`src/rtl/ex_stage_if.sv`:
```
// -----------------------------------------------------------------------------
// ex_stage_if
//   Bundles the ID/EX register outputs consumed by the execute stage and the
//   EX/MEM register outputs it produces, plus the stall/redirect feedback.
//
//   Signal names keep the pipeline's historical names. The "_n" suffix on the
//   control inputs names the pipeline stage, not a polarity: all controls are
//   active-high.
//
//   modport master : upstream/ID side (drives operands, sees stall/results)
//   modport slave  : the execute stage itself
//
//   ID/EX side : flush, mem_read_n, mem_write_n, mem_to_reg_n, jumpl_n,
//                branch_n, A, B, alu_select, PC_n2, rs2data, instr_n
//   EX/MEM side: stall, redirect_valid, redirect_pc, alu_result_m, rs2data_m,
//                instr_m, mem_read_m, mem_write_m, mem_to_reg_m
// -----------------------------------------------------------------------------
interface ex_stage_if #(
    parameter int XLEN = 32
);
    // ID/EX register outputs
    logic            flush;
    logic            mem_read_n;
    logic            mem_write_n;
    logic            mem_to_reg_n;
    logic            jumpl_n;
    logic            branch_n;
    logic [XLEN-1:0] A;
    logic [XLEN-1:0] B;
    logic [3:0]      alu_select;
    logic [XLEN-1:0] PC_n2;
    logic [XLEN-1:0] rs2data;
    logic [31:0]     instr_n;

    // Feedback and EX/MEM register outputs
    logic            stall;
    logic            redirect_valid;
    logic [XLEN-1:0] redirect_pc;
    logic [XLEN-1:0] alu_result_m;
    logic [XLEN-1:0] rs2data_m;
    logic [31:0]     instr_m;
    logic            mem_read_m;
    logic            mem_write_m;
    logic            mem_to_reg_m;

    modport master (
        output flush, mem_read_n, mem_write_n, mem_to_reg_n, jumpl_n, branch_n,
               A, B, alu_select, PC_n2, rs2data, instr_n,
        input  stall, redirect_valid, redirect_pc, alu_result_m, rs2data_m,
               instr_m, mem_read_m, mem_write_m, mem_to_reg_m
    );

    modport slave (
        input  flush, mem_read_n, mem_write_n, mem_to_reg_n, jumpl_n, branch_n,
               A, B, alu_select, PC_n2, rs2data, instr_n,
        output stall, redirect_valid, redirect_pc, alu_result_m, rs2data_m,
               instr_m, mem_read_m, mem_write_m, mem_to_reg_m
    );
endinterface

```
`src/rtl/ex_stage.sv`:
```
// -----------------------------------------------------------------------------
// ex_stage
//   Execute stage plus EX/MEM pipeline register. Computes the ALU result,
//   resolves conditional branches and JALR, and registers result, store data,
//   instruction and memory controls toward MEM with one cycle of latency.
//
//   Optional macro EX_MUL_EN: when defined, alu_select=10 (MUL) runs on an
//   iterative shift-add multiplier that stalls upstream for N+1 cycles
//   (N = XLEN/MUL_BITS_PER_CYCLE) and sends bubbles downstream meanwhile.
//   When undefined, MUL is a single-cycle op returning 0 and stall is 0.
//
//   Ports:
//     clk   - rising-edge clock
//     reset - asynchronous, active-low reset
//     ex    - ex_stage_if.slave (ID/EX inputs, EX/MEM outputs, stall/redirect)
// -----------------------------------------------------------------------------
module ex_stage #(
    parameter int XLEN               = 32,
    parameter int MUL_BITS_PER_CYCLE = 1
) (
    input  logic      clk,
    input  logic      reset,
    ex_stage_if.slave ex
);

    if ((XLEN % MUL_BITS_PER_CYCLE) != 0) begin : g_bad_mul_bits
        $error("ex_stage: MUL_BITS_PER_CYCLE must divide XLEN");
    end

    typedef enum logic [3:0] {
        ALU_ADD  = 4'd0,
        ALU_SUB  = 4'd1,
        ALU_AND  = 4'd2,
        ALU_OR   = 4'd3,
        ALU_XOR  = 4'd4,
        ALU_SLL  = 4'd5,
        ALU_SRL  = 4'd6,
        ALU_SRA  = 4'd7,
        ALU_SLT  = 4'd8,
        ALU_SLTU = 4'd9,
        ALU_MUL  = 4'd10
    } alu_op_e;

    // Contents of the EX/MEM register.
    typedef struct packed {
        logic [XLEN-1:0] alu_result;
        logic [XLEN-1:0] rs2data;
        logic [31:0]     instr;
        logic            mem_read;
        logic            mem_write;
        logic            mem_to_reg;
        logic            redirect_valid;
        logic [XLEN-1:0] redirect_pc;
    } ex_mem_t;

    // ------------------------------------------------------------------ ALU
    logic [XLEN-1:0] alu_res;
    logic [4:0]      shamt;

    assign shamt = ex.B[4:0];

    // NOTE: every combinational output gets a default before the case, so no
    // path leaves it unassigned and no latch is inferred.
    always_comb begin
        alu_res = '0;
        case (ex.alu_select)
            ALU_ADD:  alu_res = ex.A + ex.B;
            ALU_SUB:  alu_res = ex.A - ex.B;
            ALU_AND:  alu_res = ex.A & ex.B;
            ALU_OR:   alu_res = ex.A | ex.B;
            ALU_XOR:  alu_res = ex.A ^ ex.B;
            ALU_SLL:  alu_res = ex.A << shamt;
            ALU_SRL:  alu_res = ex.A >> shamt;
            ALU_SRA:  alu_res = $signed(ex.A) >>> shamt;
            ALU_SLT:  alu_res = {{(XLEN-1){1'b0}}, ($signed(ex.A) < $signed(ex.B))};
            ALU_SLTU: alu_res = {{(XLEN-1){1'b0}}, (ex.A < ex.B)};
            // MUL comes from the multiplier (or reads 0 without it); 11-15 are 0.
            default:  alu_res = '0;
        endcase
    end

    // --------------------------------------------------------------- branch
    logic [2:0]      funct3;
    logic            br_taken;
    logic [12:0]     imm13;
    logic [XLEN-1:0] imm_b;

    assign funct3 = ex.instr_n[14:12];
    // B-type immediate: {imm[12], imm[11], imm[10:5], imm[4:1], 0}
    assign imm13  = {ex.instr_n[31], ex.instr_n[7], ex.instr_n[30:25],
                     ex.instr_n[11:8], 1'b0};
    assign imm_b  = {{(XLEN-13){imm13[12]}}, imm13};

    always_comb begin
        br_taken = 1'b0;
        case (funct3)
            3'b000:  br_taken = (ex.A == ex.rs2data);
            3'b001:  br_taken = (ex.A != ex.rs2data);
            3'b100:  br_taken = ($signed(ex.A) <  $signed(ex.rs2data));
            3'b101:  br_taken = ($signed(ex.A) >= $signed(ex.rs2data));
            3'b110:  br_taken = (ex.A <  ex.rs2data);
            3'b111:  br_taken = (ex.A >= ex.rs2data);
            default: br_taken = 1'b0;
        endcase
    end

    // Next EX/MEM contents for any single-cycle op. JALR outranks a branch.
    ex_mem_t single_d;

    always_comb begin
        single_d            = '0;
        single_d.alu_result = alu_res;
        single_d.rs2data    = ex.rs2data;
        single_d.instr      = ex.instr_n;
        single_d.mem_read   = ex.mem_read_n;
        single_d.mem_write  = ex.mem_write_n;
        single_d.mem_to_reg = ex.mem_to_reg_n;
        if (ex.jumpl_n) begin
            single_d.alu_result     = ex.PC_n2 + XLEN'(4);
            single_d.redirect_valid = 1'b1;
            single_d.redirect_pc    = (ex.A + ex.B) & ~XLEN'(1);
        end else if (ex.branch_n && br_taken) begin
            single_d.redirect_valid = 1'b1;
            single_d.redirect_pc    = ex.PC_n2 + imm_b;
        end
    end

    // ------------------------------------------------------ EX/MEM register
    ex_mem_t out_q, out_d;
    logic    stall_c;

`ifdef EX_MUL_EN
    localparam int N     = XLEN / MUL_BITS_PER_CYCLE;
    localparam int CNT_W = (N > 1) ? $clog2(N) : 1;

    typedef enum logic [1:0] {S_IDLE, S_BUSY, S_DONE} state_e;

    state_e          state_q,  state_d;
    logic [CNT_W-1:0] cnt_q,   cnt_d;
    logic [XLEN-1:0] mcand_q,  mcand_d;
    logic [XLEN-1:0] mplier_q, mplier_d;
    logic [XLEN-1:0] prod_q,   prod_d;
    logic [XLEN-1:0] step_sum;
    ex_mem_t         cap_q,    cap_d;
    logic            is_mul;

    assign is_mul = (ex.alu_select == ALU_MUL);

    // Retire MUL_BITS_PER_CYCLE multiplier bits: add each selected, shifted
    // multiplicand into the running low-XLEN product.
    always_comb begin
        step_sum = prod_q;
        for (int i = 0; i < MUL_BITS_PER_CYCLE; i++) begin
            if (mplier_q[i]) begin
                step_sum = step_sum + (mcand_q << i);
            end
        end
    end

    // NOTE: sequential state is assigned with <= so every register samples
    // the pre-edge values, independent of block ordering.
    always_ff @(posedge clk or negedge reset) begin
        if (!reset) begin
            state_q  <= S_IDLE;
            cnt_q    <= '0;
            mcand_q  <= '0;
            mplier_q <= '0;
            prod_q   <= '0;
            cap_q    <= '0;
        end else begin
            state_q  <= state_d;
            cnt_q    <= cnt_d;
            mcand_q  <= mcand_d;
            mplier_q <= mplier_d;
            prod_q   <= prod_d;
            cap_q    <= cap_d;
        end
    end

    always_comb begin
        state_d  = state_q;
        cnt_d    = cnt_q;
        mcand_d  = mcand_q;
        mplier_d = mplier_q;
        prod_d   = prod_q;
        cap_d    = cap_q;
        out_d    = single_d;
        stall_c  = 1'b0;

        if (ex.flush) begin
            // Squash whatever is in EX, including a multiply in flight.
            state_d = S_IDLE;
            out_d   = '0;
        end else begin
            case (state_q)
                S_IDLE: begin
                    if (is_mul) begin
                        stall_c  = 1'b1;
                        state_d  = S_BUSY;
                        cnt_d    = '0;
                        mcand_d  = ex.A;
                        mplier_d = ex.B;
                        prod_d   = '0;
                        // A MUL never redirects; keep its data/controls for DONE.
                        cap_d                = single_d;
                        cap_d.redirect_valid = 1'b0;
                        cap_d.redirect_pc    = '0;
                        out_d    = '0;
                    end
                end
                S_BUSY: begin
                    stall_c  = 1'b1;
                    out_d    = '0;
                    prod_d   = step_sum;
                    mcand_d  = mcand_q << MUL_BITS_PER_CYCLE;
                    mplier_d = mplier_q >> MUL_BITS_PER_CYCLE;
                    cnt_d    = cnt_q + CNT_W'(1);
                    if (cnt_q == CNT_W'(N - 1)) begin
                        state_d = S_DONE;
                        cnt_d   = '0;
                    end
                end
                S_DONE: begin
                    out_d            = cap_q;
                    out_d.alu_result = prod_q;
                    state_d          = S_IDLE;
                end
                default: begin
                    state_d = S_IDLE;
                    out_d   = '0;
                end
            endcase
        end
    end
`else
    always_comb begin
        out_d   = ex.flush ? '0 : single_d;
        stall_c = 1'b0;
    end
`endif

    always_ff @(posedge clk or negedge reset) begin
        if (!reset) begin
            out_q <= '0;
        end else begin
            out_q <= out_d;
        end
    end

    // Held low while reset is asserted so every output reads 0 in reset.
    assign ex.stall          = reset & stall_c;
    assign ex.redirect_valid = out_q.redirect_valid;
    assign ex.redirect_pc    = out_q.redirect_pc;
    assign ex.alu_result_m   = out_q.alu_result;
    assign ex.rs2data_m      = out_q.rs2data;
    assign ex.instr_m        = out_q.instr;
    assign ex.mem_read_m     = out_q.mem_read;
    assign ex.mem_write_m    = out_q.mem_write;
    assign ex.mem_to_reg_m   = out_q.mem_to_reg;

endmodule

```
`src/flat_wrapper.sv`:
```
// flat-port wrapper written by rule: the top's interface ports become plain ports
module ex_stage_flat 
#(
    parameter int XLEN               = 32,
    parameter int MUL_BITS_PER_CYCLE = 1
)
  (clk, reset, ex_flush, ex_mem_read_n, ex_mem_write_n, ex_mem_to_reg_n, ex_jumpl_n, ex_branch_n, ex_A, ex_B, ex_alu_select, ex_PC_n2, ex_rs2data, ex_instr_n, ex_stall, ex_redirect_valid, ex_redirect_pc, ex_alu_result_m, ex_rs2data_m, ex_instr_m, ex_mem_read_m, ex_mem_write_m, ex_mem_to_reg_m);
  ex_stage_if #(.XLEN(XLEN)) ex_i ();
  input  logic clk;
  input  logic reset;
  input wire logic [$bits(ex_i.flush)-1:0] ex_flush;
  input wire logic [$bits(ex_i.mem_read_n)-1:0] ex_mem_read_n;
  input wire logic [$bits(ex_i.mem_write_n)-1:0] ex_mem_write_n;
  input wire logic [$bits(ex_i.mem_to_reg_n)-1:0] ex_mem_to_reg_n;
  input wire logic [$bits(ex_i.jumpl_n)-1:0] ex_jumpl_n;
  input wire logic [$bits(ex_i.branch_n)-1:0] ex_branch_n;
  input wire logic [$bits(ex_i.A)-1:0] ex_A;
  input wire logic [$bits(ex_i.B)-1:0] ex_B;
  input wire logic [$bits(ex_i.alu_select)-1:0] ex_alu_select;
  input wire logic [$bits(ex_i.PC_n2)-1:0] ex_PC_n2;
  input wire logic [$bits(ex_i.rs2data)-1:0] ex_rs2data;
  input wire logic [$bits(ex_i.instr_n)-1:0] ex_instr_n;
  output wire logic [$bits(ex_i.stall)-1:0] ex_stall;
  output wire logic [$bits(ex_i.redirect_valid)-1:0] ex_redirect_valid;
  output wire logic [$bits(ex_i.redirect_pc)-1:0] ex_redirect_pc;
  output wire logic [$bits(ex_i.alu_result_m)-1:0] ex_alu_result_m;
  output wire logic [$bits(ex_i.rs2data_m)-1:0] ex_rs2data_m;
  output wire logic [$bits(ex_i.instr_m)-1:0] ex_instr_m;
  output wire logic [$bits(ex_i.mem_read_m)-1:0] ex_mem_read_m;
  output wire logic [$bits(ex_i.mem_write_m)-1:0] ex_mem_write_m;
  output wire logic [$bits(ex_i.mem_to_reg_m)-1:0] ex_mem_to_reg_m;
  assign ex_i.flush = ex_flush;
  assign ex_i.mem_read_n = ex_mem_read_n;
  assign ex_i.mem_write_n = ex_mem_write_n;
  assign ex_i.mem_to_reg_n = ex_mem_to_reg_n;
  assign ex_i.jumpl_n = ex_jumpl_n;
  assign ex_i.branch_n = ex_branch_n;
  assign ex_i.A = ex_A;
  assign ex_i.B = ex_B;
  assign ex_i.alu_select = ex_alu_select;
  assign ex_i.PC_n2 = ex_PC_n2;
  assign ex_i.rs2data = ex_rs2data;
  assign ex_i.instr_n = ex_instr_n;
  assign ex_stall = ex_i.stall;
  assign ex_redirect_valid = ex_i.redirect_valid;
  assign ex_redirect_pc = ex_i.redirect_pc;
  assign ex_alu_result_m = ex_i.alu_result_m;
  assign ex_rs2data_m = ex_i.rs2data_m;
  assign ex_instr_m = ex_i.instr_m;
  assign ex_mem_read_m = ex_i.mem_read_m;
  assign ex_mem_write_m = ex_i.mem_write_m;
  assign ex_mem_to_reg_m = ex_i.mem_to_reg_m;
  ex_stage #(.XLEN(XLEN), .MUL_BITS_PER_CYCLE(MUL_BITS_PER_CYCLE)) u_core (.clk(clk), .reset(reset), .ex(ex_i));
endmodule
```
`config.mk`:
```
export PLATFORM = sky130hd
export DESIGN_NAME = ex_stage_flat
export DESIGN_NICKNAME = d
export VERILOG_FILES = /design/src/rtl/ex_stage_if.sv /design/src/rtl/ex_stage.sv /design/src/flat_wrapper.sv
export SDC_FILE = /design/constraint.sdc
export NUM_CORES = 1
export LEC_CHECK = 0
export CORE_MARGIN = 2
export CORE_UTILIZATION = 37
export CTS_CLUSTER_DIAMETER = 50
export DETAILED_ROUTE_END_ITERATION = 8
export SLEW_MARGIN = 30
export SYNTH_ARGS = -nofsm -noshare
export SYNTH_HDL_FRONTEND = slang
export SYNTH_SLANG_ARGS = --single-unit
```
`constraint.sdc`:
```
create_clock -name clk -period 0.8 [get_ports clk]
set_input_delay 0.08 -clock clk [delete_from_list [all_inputs] [get_ports clk]]
set_output_delay 0.08 -clock clk [all_outputs]
set_load 0.02 [all_outputs]
```
==> results of run 1 <==
cells in the mapped netlist (all sizes together) (24+ instances only):
master and number:
nor2 232, ha 160, a21oi 156, inv 133
dfrtp 132, nand2 129, o21ai 126, clkbuf 91
xnor2 60, nand3 55, nor2b 54, nor3 52
mux2i 49, a211oi 46, mux4 44, a21o 37
buf 36, a221oi 35, o211ai 35, xor2 35
or3 24
power breakdown:
| group | internal [W] | leakage, nW | switching [W] |
|---|---|---|---|
| Sequential | 0.00712 | 1.72 | 0.000268 |
| Clock | 0.00441 | 0.288 | 0.00375 |
| Combinational | 0.0101 | 11.7 | 0.0104 |
cell type report:
type / instances / area share, %
multi-input combinational: 1641 / 48.4
timing repair buffer: 1175 / 34.3
sequential: 132 / 10.9
tap: 585 / 2.41
inverter: 135 / 2.08
clock buffer: 17 / 1.40
clock inverter: 15 / 0.536
timing repair:
item / in CTS / in global routing
buffers inserted: 93 / 37
resized for setup: 1517 / 182
cloned: 6 / 0
hold endpoints to repair: 145 / 6
hold buffers: 15 / 3
endpoints found under the setup margin: 197 / 201
pin swaps: 216 / 122
registers in the layout (all words and copies together), names as in the netlist:
register,flops
u_core.ex.redirect_valid,1
u_core.ex.mem_read_m,1
u_core.ex.alu_result_m,32
u_core.ex.mem_to_reg_m,1
u_core.ex.mem_write_m,1
u_core.ex.rs2data_m,32
u_core.ex.redirect_pc,32
u_core.ex.instr_m,32
through the flow:
step                instance area (sq um)  hold WS [ns]  total power, W  util, %
floorplan                           17000        -0.216          0.0153        -
global placement                    25800       -0.0978          0.0242     60.0
detailed placement                  25800       -0.0982          0.0243     60.0
CTS                                 29500      0.000183          0.0349     68.7
global route                        30300       0.00425          0.0375     70.6
finish                              30300        0.0129          0.0360     70.6
kinds of logic (layout without fill, tap and decap cells):
logic type | after synthesis | after routing | synth area share, %
xor gates and xnor gates | 95 | 95 | 5.18
other | 1 | 1 | 0.0233
muxes | 111 | 111 | 10.5
adders and majority gates | 163 | 163 | 12.8
and+or+nand+nor | 667 | 668 | 20.1
buffers and inverters | 262 | 1342 | 6.30
AOI/OAI and AO/OA | 601 | 603 | 24.6
DFF | 132 | 132 | 20.5
critical path, cell delays in order:
cell and delay (ns):
buf_12 0.11, ha_4 0.23, a21o_1 0.18, a211o_1 0.31
a2111oi_4 0.35, nor3_4 0.11, a2111oi_4 0.45, or3_4 0.25
a31oi_4 0.13, or4b_4 0.62, o22ai_2 0.18
path summary, 6_finish.rpt:
check                          startpoint                              endpoint  slack (ns)  depth (start not counted)
worst min-delay path       ex_rs2data[21]     u_core.ex.rs2data_m[21]$_DFF_PN0_        0.01                          5
max in group asynchronous           reset  u_core.ex.alu_result_m[24]$_DFF_PN0_       -0.13                          3
worst max-delay path             ex_A[22]   u_core.ex.redirect_pc[24]$_DFF_PN0_       -1.80                         11
min in group asynchronous           reset     u_core.ex.rs2data_m[26]$_DFF_PN0_        0.17                          3
per-layer routing:
metal | track usage (%) | vias to the layer above | wire length, um
met2 | 64.1 | 976 | 41000
li1 | - | 9581 | -
met4 | 18.5 | 0 | 4790
met1 | 51.1 | 10234 | 37400
met5 | 0 | - | 0
met3 | 7.31 | 214 | 6780
==> out/qor.csv, run 1 <==
stage;metric;value;unit
run_status;status;finished, violations left;
run_status;failing checks;setup timing;
worst_setup_path;Crit. End Element;register;
worst_setup_path;Critical Path Fanout Max;6;
yosys;Post-Syn Instances;2032;
die;Core Rows;76;
die;initial core utilization;37.4;%
clock_tree;root buffer cell;clkbuf_16;
yosys;Post-synth EDFFs;0;
timing;fmax;384;MHz
worst_setup_path;CP startpoint kind;input port;
routing;drc violations;0;
yosys;Avg Inst Size Synth;7.91;sq um
yosys;sequential element share of the synthesized area;20.5;%
timing;slew margin rel.;44.1;%
layout;commonest non-fill, non-tap cells in the layout;745 x buf_4, 224 x buf_6, 207 x nor2_1;
layout;most common cell after layout, fill and taps aside;buf_4;
clock_tree;CTS tree;built;
die;core area;43000;sq um
timing;final hold vios;0;
worst_hold_path;Worst Hold Class;in2reg;
run;number of max-cap violations;0;
layout;area grow syn2layout;88.7;%
routing;DRT antenna net count;0;
timing;RSZ-0062 raised after global routing;true;
place;Placed Cells incl. Taps;3547;
layout;FF+latch area;3300;sq um
clock_tree;clock transition at the registers of the reported paths;0.07;ns
yosys;post-synth top area cell;dfrtp_1;
timing;fin crit period;2.60;ns
die;Die H;212;um
routing;total number of vias;21005;
worst_setup_path;Req. time, crit path;1.20;ns
worst_setup_path;Setup CP Type;in2reg;
routing;Iter 0 DRT Violations;1853;
timing;Pins Over Slew Limit;0;
routing;vias per inst;5.68;
timing;worst slew pin tran;0.838;ns
clock_tree;clk sinks;132;
yosys;post-synthesis cell area;16100;sq um
layout;Nets;3437;
worst_setup_path;Data arrival, critical path;3.00;ns
grt;global-route wire length before repair;132;mm
grt;largest net degree at the start of global routing;61;
place;HPWL Detailed;69.6;mm
yosys;asr flop ratio synth;100;%
pwr;leakage;13.7;nW
yosys;syn nets;2367;
routing;final wirelength;90.0;mm
layout;share of cells above drive strength 1;51.1;%
yosys;Yosys warning count;0;
timing;setup TNS;-138.58;ns
clock_tree;H-Tree Depth;4;
place;post-place setup slack;-2.84;ns
layout;area of the multi-input gates;14700;sq um
layout;Finished Layout Cells;3700;
die;die area;45100;sq um
routing;DRT Pass-1 Iters;6;
timing;fin crit share;325;%
pwr;pwr dens;1190;nW/um^2
timing;number of setup violations in the final report;201;
yosys;top-area cell type share of the netlist area;20.5;%
grt;Remaining Overflow, GRT;0;
place;number of port buffers;303;
clock_tree;CTS max path bufs;2;
yosys;Distinct cells, synth;83;
die;IO Count;305;
grt;initial antenna violation count;0;
clock_tree;CTS Buf Count;17;
place;RePlAce Congestion;0.999;
yosys;Most used DFF post-synth;dfrtp_1;
timing;final setup margin;-1.80;ns
yosys;synthesized flop and latch total;132;
grt;vias in the first global route;21225;
layout;ant diodes;0;
pwr;peak supply drop;1.56;mV
grt;Total GRT Usage;39.6;%
yosys;main area contributors after synthesis;dfrtp_1 21%, ha_1 12%, mux4_2 6.2%;
routing;WL/cell;24.3;um
layout;Layout fillers;3437;
die;Die Span X;212;um
(Power assumes the default switching activity.)
==> inputs of run 2 (changes only) <==
--- a/config.mk
+++ b/config.mk
@@ -9,6 +9,7 @@
 export CORE_UTILIZATION = 37
 export CTS_CLUSTER_DIAMETER = 50
 export DETAILED_ROUTE_END_ITERATION = 8
+export GPL_TIMING_DRIVEN = 0
 export SLEW_MARGIN = 30
 export SYNTH_ARGS = -nofsm -noshare
 export SYNTH_HDL_FRONTEND = slang
==> out/qor.csv, run 2 (synthesized netlist as in run 1, its figures left out) <==
stage;metric;value;unit
die;die area;45100;sq um
clock_tree;clk sinks;132;
place;post-place setup slack;-3.90;ns
layout;most common cell after layout, fill and taps aside;nor2_1;
worst_setup_path;Req. time, crit path;1.18;ns
clock_tree;CTS Buf Count;17;
timing;Hold WS;-0.461;ns
pwr;peak supply drop;1.34;mV
grt;vias in the first global route;19292;
routing;drc violations;0;
layout;commonest non-fill, non-tap cells in the layout;202 x nor2_1, 175 x buf_6, 151 x buf_4;
run_status;failing checks;hold timing, setup timing;
grt;Remaining Overflow, GRT;0;
timing;number of setup violations in the final report;197;
layout;design area;26200;sq um
timing;setup TNS;-136.62;ns
worst_setup_path;Setup CP Type;in2reg;
die;core area;43000;sq um
place;DP Area;20800;sq um
pwr;pwr dens;1260;nW/um^2
timing;worst slew pin tran;0.958;ns
timing;RSZ-0062 raised after global routing;true;
grt;Total GRT Usage;39.3;%
die;Die Span X;212;um
worst_setup_path;Data arrival, critical path;3.04;ns
routing;vias per inst;6.15;
place;RePlAce Congestion;1.01;
timing;slew margin rel.;36.1;%
routing;Iter 0 DRT Violations;2147;
die;Die H;212;um
worst_setup_path;CP startpoint kind;input port;
clock_tree;root buffer cell;clkbuf_16;
timing;final setup margin;-1.86;ns
run_status;status;finished, violations left;
grt;initial antenna violation count;1;
clock_tree;H-Tree Depth;4;
routing;DRT antenna net count;0;
place;number of port buffers;300;
worst_setup_path;Critical Path Fanout Max;11;
die;Core Rows;76;
pwr;leakage;11.0;nW
clock_tree;CTS tree;built;
layout;Finished Layout Cells;3136;
layout;Layout fillers;3725;
run;number of max-cap violations;0;
timing;final hold vios;132;
routing;total number of vias;19275;
routing;WL/cell;28.7;um
timing;fin crit period;2.66;ns
worst_setup_path;Crit. End Element;register;
clock_tree;clock transition at the registers of the reported paths;0.07;ns
place;Placed Cells incl. Taps;2918;
routing;final wirelength;89.9;mm
layout;share of cells above drive strength 1;39.9;%
timing;Pins Over Slew Limit;0;
routing;DRT Pass-1 Iters;6;
layout;area grow syn2layout;63.0;%
place;HPWL Detailed;66.8;mm
worst_hold_path;Worst Hold Class;in2async;
clock_tree;CTS max path bufs;2;
timing;fmax;376;MHz
grt;largest net degree at the start of global routing;69;
die;initial core utilization;37.4;%
timing;fin crit share;332;%
layout;Nets;2872;
die;IO Count;305;
grt;global-route wire length before repair;129;mm
run 2: changes by cell type in the layout (fill, tap and decap cells not counted), moves of 7 or more:
cell and change:
dlygate4sd3_1 +7, clkbuf_1 +24, clkbuf_16 +9, buf_4 -594, clkdlybuf4s50_1 -10, clkbuf_8 +9, inv_4 -7, clkbuf_4 +15
clkdlybuf4s15_1 +7, buf_6 -49, clkbuf_2 +15
run 2: area by class of cell:
| cell class | count | area, sq um | share of cell area, % |
|---|---|---|---|
| multi-input combinational | 1638 | 14800 | 56.6 |
| timing repair buffer | 501 | 5100 | 19.4 |
| sequential | 132 | 3300 | 12.6 |
| buffer | 112 | 1030 | 3.94 |
| tap | 585 | 732 | 2.79 |
| inverter | 135 | 636 | 2.42 |
| clock buffer | 18 | 439 | 1.68 |
| clock inverter | 14 | 136 | 0.520 |
| antenna | 1 | 2.50 | 0.00955 |
run 2: how the worst max path moves through the flow:
stage                              start                                    to  slack [ns]  cells past startpoint
after floorplan                 ex_B[16]  u_core.ex.alu_result_m[24]$_DFF_PN0_       -1.97                     12
after global placement             reset        u_core.ex.instr_m[6]$_DFF_PN0_       -5.90                      1
after detailed placement         ex_B[2]   u_core.ex.alu_result_m[0]$_DFF_PN0_       -3.90                     14
after CTS                        ex_B[8]  u_core.ex.alu_result_m[24]$_DFF_PN0_       -1.81                     12
after global routing      ex_rs2data[22]   u_core.ex.redirect_pc[17]$_DFF_PN0_       -1.93                     13
final                           ex_A[28]   u_core.ex.redirect_pc[17]$_DFF_PN0_       -1.86                     12
run 2: per-stage QoR:
| step | util (%) | hold slack, ns | power [W] |
|---|---|---|---|
| final | 61.0 | -0.461 | 0.0330 |
| after global placement | 48.2 | 0.635 | 0.0207 |
| after detailed placement | 48.3 | 0.0649 | 0.0207 |
| after global routing | 61.0 | -0.424 | 0.0342 |
| after floorplan | - | -0.216 | 0.0153 |
| after CTS | 58.3 | -0.448 | 0.0315 |
run 2: per-layer routing:
layer | vias up | track usage [%] | wire length (um) | part of all wire, %
li1 | 8450 | - | - | -
met1 | 9353 | 49.3 | 35700 | 40
met2 | 1167 | 63.1 | 40600 | 45
met3 | 305 | 7.52 | 7590 | 8.4
met4 | 0 | 22.7 | 6020 | 6.7
met5 | - | 0 | 0 | 0
run 2: critical path: stages:
cell	delay, ns
buf_2	0.33
ha_4	0.28
nand3_4	0.08
nor3_4	0.06
buf_4	0.14
and2_1	0.16
a2111oi_4	0.58
or3_4	0.24
a31oi_2	0.10
or4b_4	0.62
buf_12	0.19
o22ai_4	0.16
run 2: where the power goes:
part / internal [W] / total, W / switching (W)
Clock: 0.00418 / 0.00781 / 0.00363
Sequential: 0.00712 / 0.00735 / 0.000232
Combinational: 0.00770 / 0.0178 / 0.0101
Total: 0.0190 / 0.0330 / 0.0140
run 2: timing repair:
action / CTS / global route
pin swaps: 162 / 100
cloned: 5 / 0
gates resized for setup: 1702 / 200
hold buffers: 24 / 1
setup buffers: 135 / 39
hold endpoints to repair: 96 / 65
setup endpoints to repair: 264 / 209
==> inputs of run 3 (changes only) <==
--- a/config.mk
+++ b/config.mk
@@ -6,10 +6,11 @@
 export NUM_CORES = 1
 export LEC_CHECK = 0
 export CORE_MARGIN = 2
-export CORE_UTILIZATION = 37
+export CORE_UTILIZATION = 41
 export CTS_CLUSTER_DIAMETER = 50
 export DETAILED_ROUTE_END_ITERATION = 8
 export GPL_TIMING_DRIVEN = 0
+export PLACE_DENSITY = 0.65
 export SLEW_MARGIN = 30
 export SYNTH_ARGS = -nofsm -noshare
 export SYNTH_HDL_FRONTEND = slang
==> out/qor.csv, run 3 (synthesized netlist as in run 1, its figures left out) <==
stage;metric;value;unit
run_status;status;finished, violations left;
run_status;failing checks;hold timing, setup timing;
die;Core Rows;72;
routing;total number of vias;19117;
timing;slew margin rel.;27.2;%
place;post-place setup slack;-3.91;ns
clock_tree;H-Tree Depth;4;
timing;worst slew pin tran;1.09;ns
timing;Pins Over Slew Limit;0;
clock_tree;clock transition at the registers of the reported paths;0.06;ns
worst_setup_path;worst path cell trace;dlygate4sd2_1 -> ha_4 -> nand3_4 -> nor3_4 -> nor2_2 -> nor3_4 -> mux2_4 -> o211ai_1 -> buf_4 -> buf_4 -> buf_4 -> nand4_1 -> a31o_4 -> clkbuf_16 -> a211oi_2;
routing;WL/cell;28.9;um
worst_setup_path;slowest stage delay, CP;0.44;ns
die;IO Count;305;
die;Die H;202;um
timing;fin crit share;364;%
worst_setup_path;CP max-delay cell;dlygate4sd2_1;
routing;DRT antenna net count;0;
place;HPWL Detailed;64.9;mm
timing;fmax;343;MHz
layout;share of cells above drive strength 1;28.7;%
layout;area grow syn2layout;50.1;%
worst_setup_path;Critical Path Fanout Max;10;
worst_setup_path;Data arrival, critical path;3.30;ns
pwr;peak supply drop;1.68;mV
layout;FF+latch area;3300;sq um
routing;vias per inst;6.43;
timing;Hold WS;-0.514;ns
routing;Iter 0 DRT Violations;2105;
timing;RSZ-0062 raised after global routing;true;
clock_tree;clk sinks;132;
layout;most common cell after layout, fill and taps aside;nor2_1;
layout;commonest non-fill, non-tap cells in the layout;215 x nor2_1, 192 x clkdlybuf4s50_1, 132 x dfrtp_1;
timing;setup TNS;-199.45;ns
timing;final setup margin;-2.11;ns
clock_tree;root buffer cell;clkbuf_16;
worst_hold_path;Worst Hold Class;in2async;
pwr;pwr dens;1330;nW/um^2
layout;area of the multi-input gates;13900;sq um
timing;number of setup violations in the final report;248;
grt;Total GRT Usage;41.1;%
pwr;leakage;10.1;nW
worst_setup_path;Req. time, crit path;1.18;ns
grt;global-route wire length before repair;123;mm
layout;Nets;2776;
place;number of port buffers;300;
die;Die Span X;202;um
routing;final wirelength;86.0;mm
routing;DRT Pass-1 Iters;6;
place;RePlAce Congestion;1.07;
layout;ant diodes;0;
grt;vias in the first global route;18876;
layout;Layout fillers;3246;
grt;initial antenna violation count;2;
place;Placed Cells incl. Taps;2851;
clock_tree;CTS tree;built;
worst_setup_path;CP startpoint kind;input port;
die;die area;40800;sq um
clock_tree;CTS max path bufs;2;
layout;Finished Layout Cells;2972;
grt;largest net degree at the start of global routing;90;
die;initial core utilization;41.6;%
worst_setup_path;Setup CP Type;in2reg;
routing;drc violations;0;
grt;Remaining Overflow, GRT;0;
worst_setup_path;Crit. End Element;register;
worst_setup_path;most used cell, CP;buf_4;
timing;fin crit period;2.91;ns
die;core area;38600;sq um
clock_tree;CTS Buf Count;17;
timing;final hold vios;132;
run;number of max-cap violations;0;
-- run 3: changes by cell type in the layout (fill, tap and decap cells not counted), sizes merged, moves of 6 or more --
cell / change
buf: -210
clkdlybuf4s50: +129
dlygate4sd2: -20
dlymetal6s2s: +12
clkbuf: +7
clkdlybuf4s15: -7
dlygate4sd3: -6
-- run 3: report_power, final --
group	internal [W]	leakage, nW	switching [W]
registers	0.00712	1.72	0.000131
logic	0.00663	8.04	0.00943
clock network	0.00519	0.304	0.00356
total	0.0189	10.1	0.0131
-- run 3: path summary, 6_finish.rpt --
path | endpoint | from | slack [ns] | cells after the start
max | u_core.ex.redirect_pc[15]$_DFF_PN0_ | ex_A[26] | -2.11 | 15
min | u_core.ex.redirect_pc[27]$_DFF_PN0_ | reset | -0.51 | 1
max in group asynchronous | u_core.ex.rs2data_m[7]$_DFF_PN0_ | reset | 0.52 | 2
min in group clk | u_core.ex.rs2data_m[31]$_DFF_PN0_ | ex_rs2data[31] | 0.08 | 4
-- run 3: repair_timing --
item | CTS | global route
resized for setup | 684 | 212
cloned | 1 | 2
endpoints found under the hold margin | 136 | 68
endpoints found under the setup margin | 264 | 245
buffers inserted | 79 | 5
hold buffers | 4 | 14
pin swaps | 92 | 42
-- run 3: routing by layer --
layer	wire, um	global-route usage (%)	vias up
met2	38300	64.1	1258
li1	-	-	8237
met3	7600	7.58	313
met5	11	0	-
met1	33700	51.5	9307
met4	6490	28.4	2
-- run 3: final cells by class --
type / count / share of cell area, %
clock buffer: 20 / 1.93
timing repair buffer: 404 / 16.5
tap: 518 / 2.69
buffer: 113 / 4.23
sequential: 132 / 13.7
clock inverter: 12 / 0.689
multi-input combinational: 1638 / 57.8
inverter: 135 / 2.55
-- run 3: worst max-delay path, delay by kind of cell --
kind                       cells  cell delay, ns
AOI/OAI and AO/OA              3            0.75
muxes                          1            0.38
and+or+nand+nor                5            0.73
adders and majority gates      1            0.38
buffers and inverters          5            0.97
-- run 3: stage by stage --
step	hold slack, ns	total power (W)	area [sq um]	utilization [%]
detailed placement	0.00470	0.0206	20700	53.5
finish	-0.514	0.0321	24100	62.5
global route	-0.479	0.0331	24100	62.5
global placement	0.632	0.0205	20600	53.4
floorplan	-0.216	0.0153	17000	-
CTS	-0.503	0.0311	23600	60.9
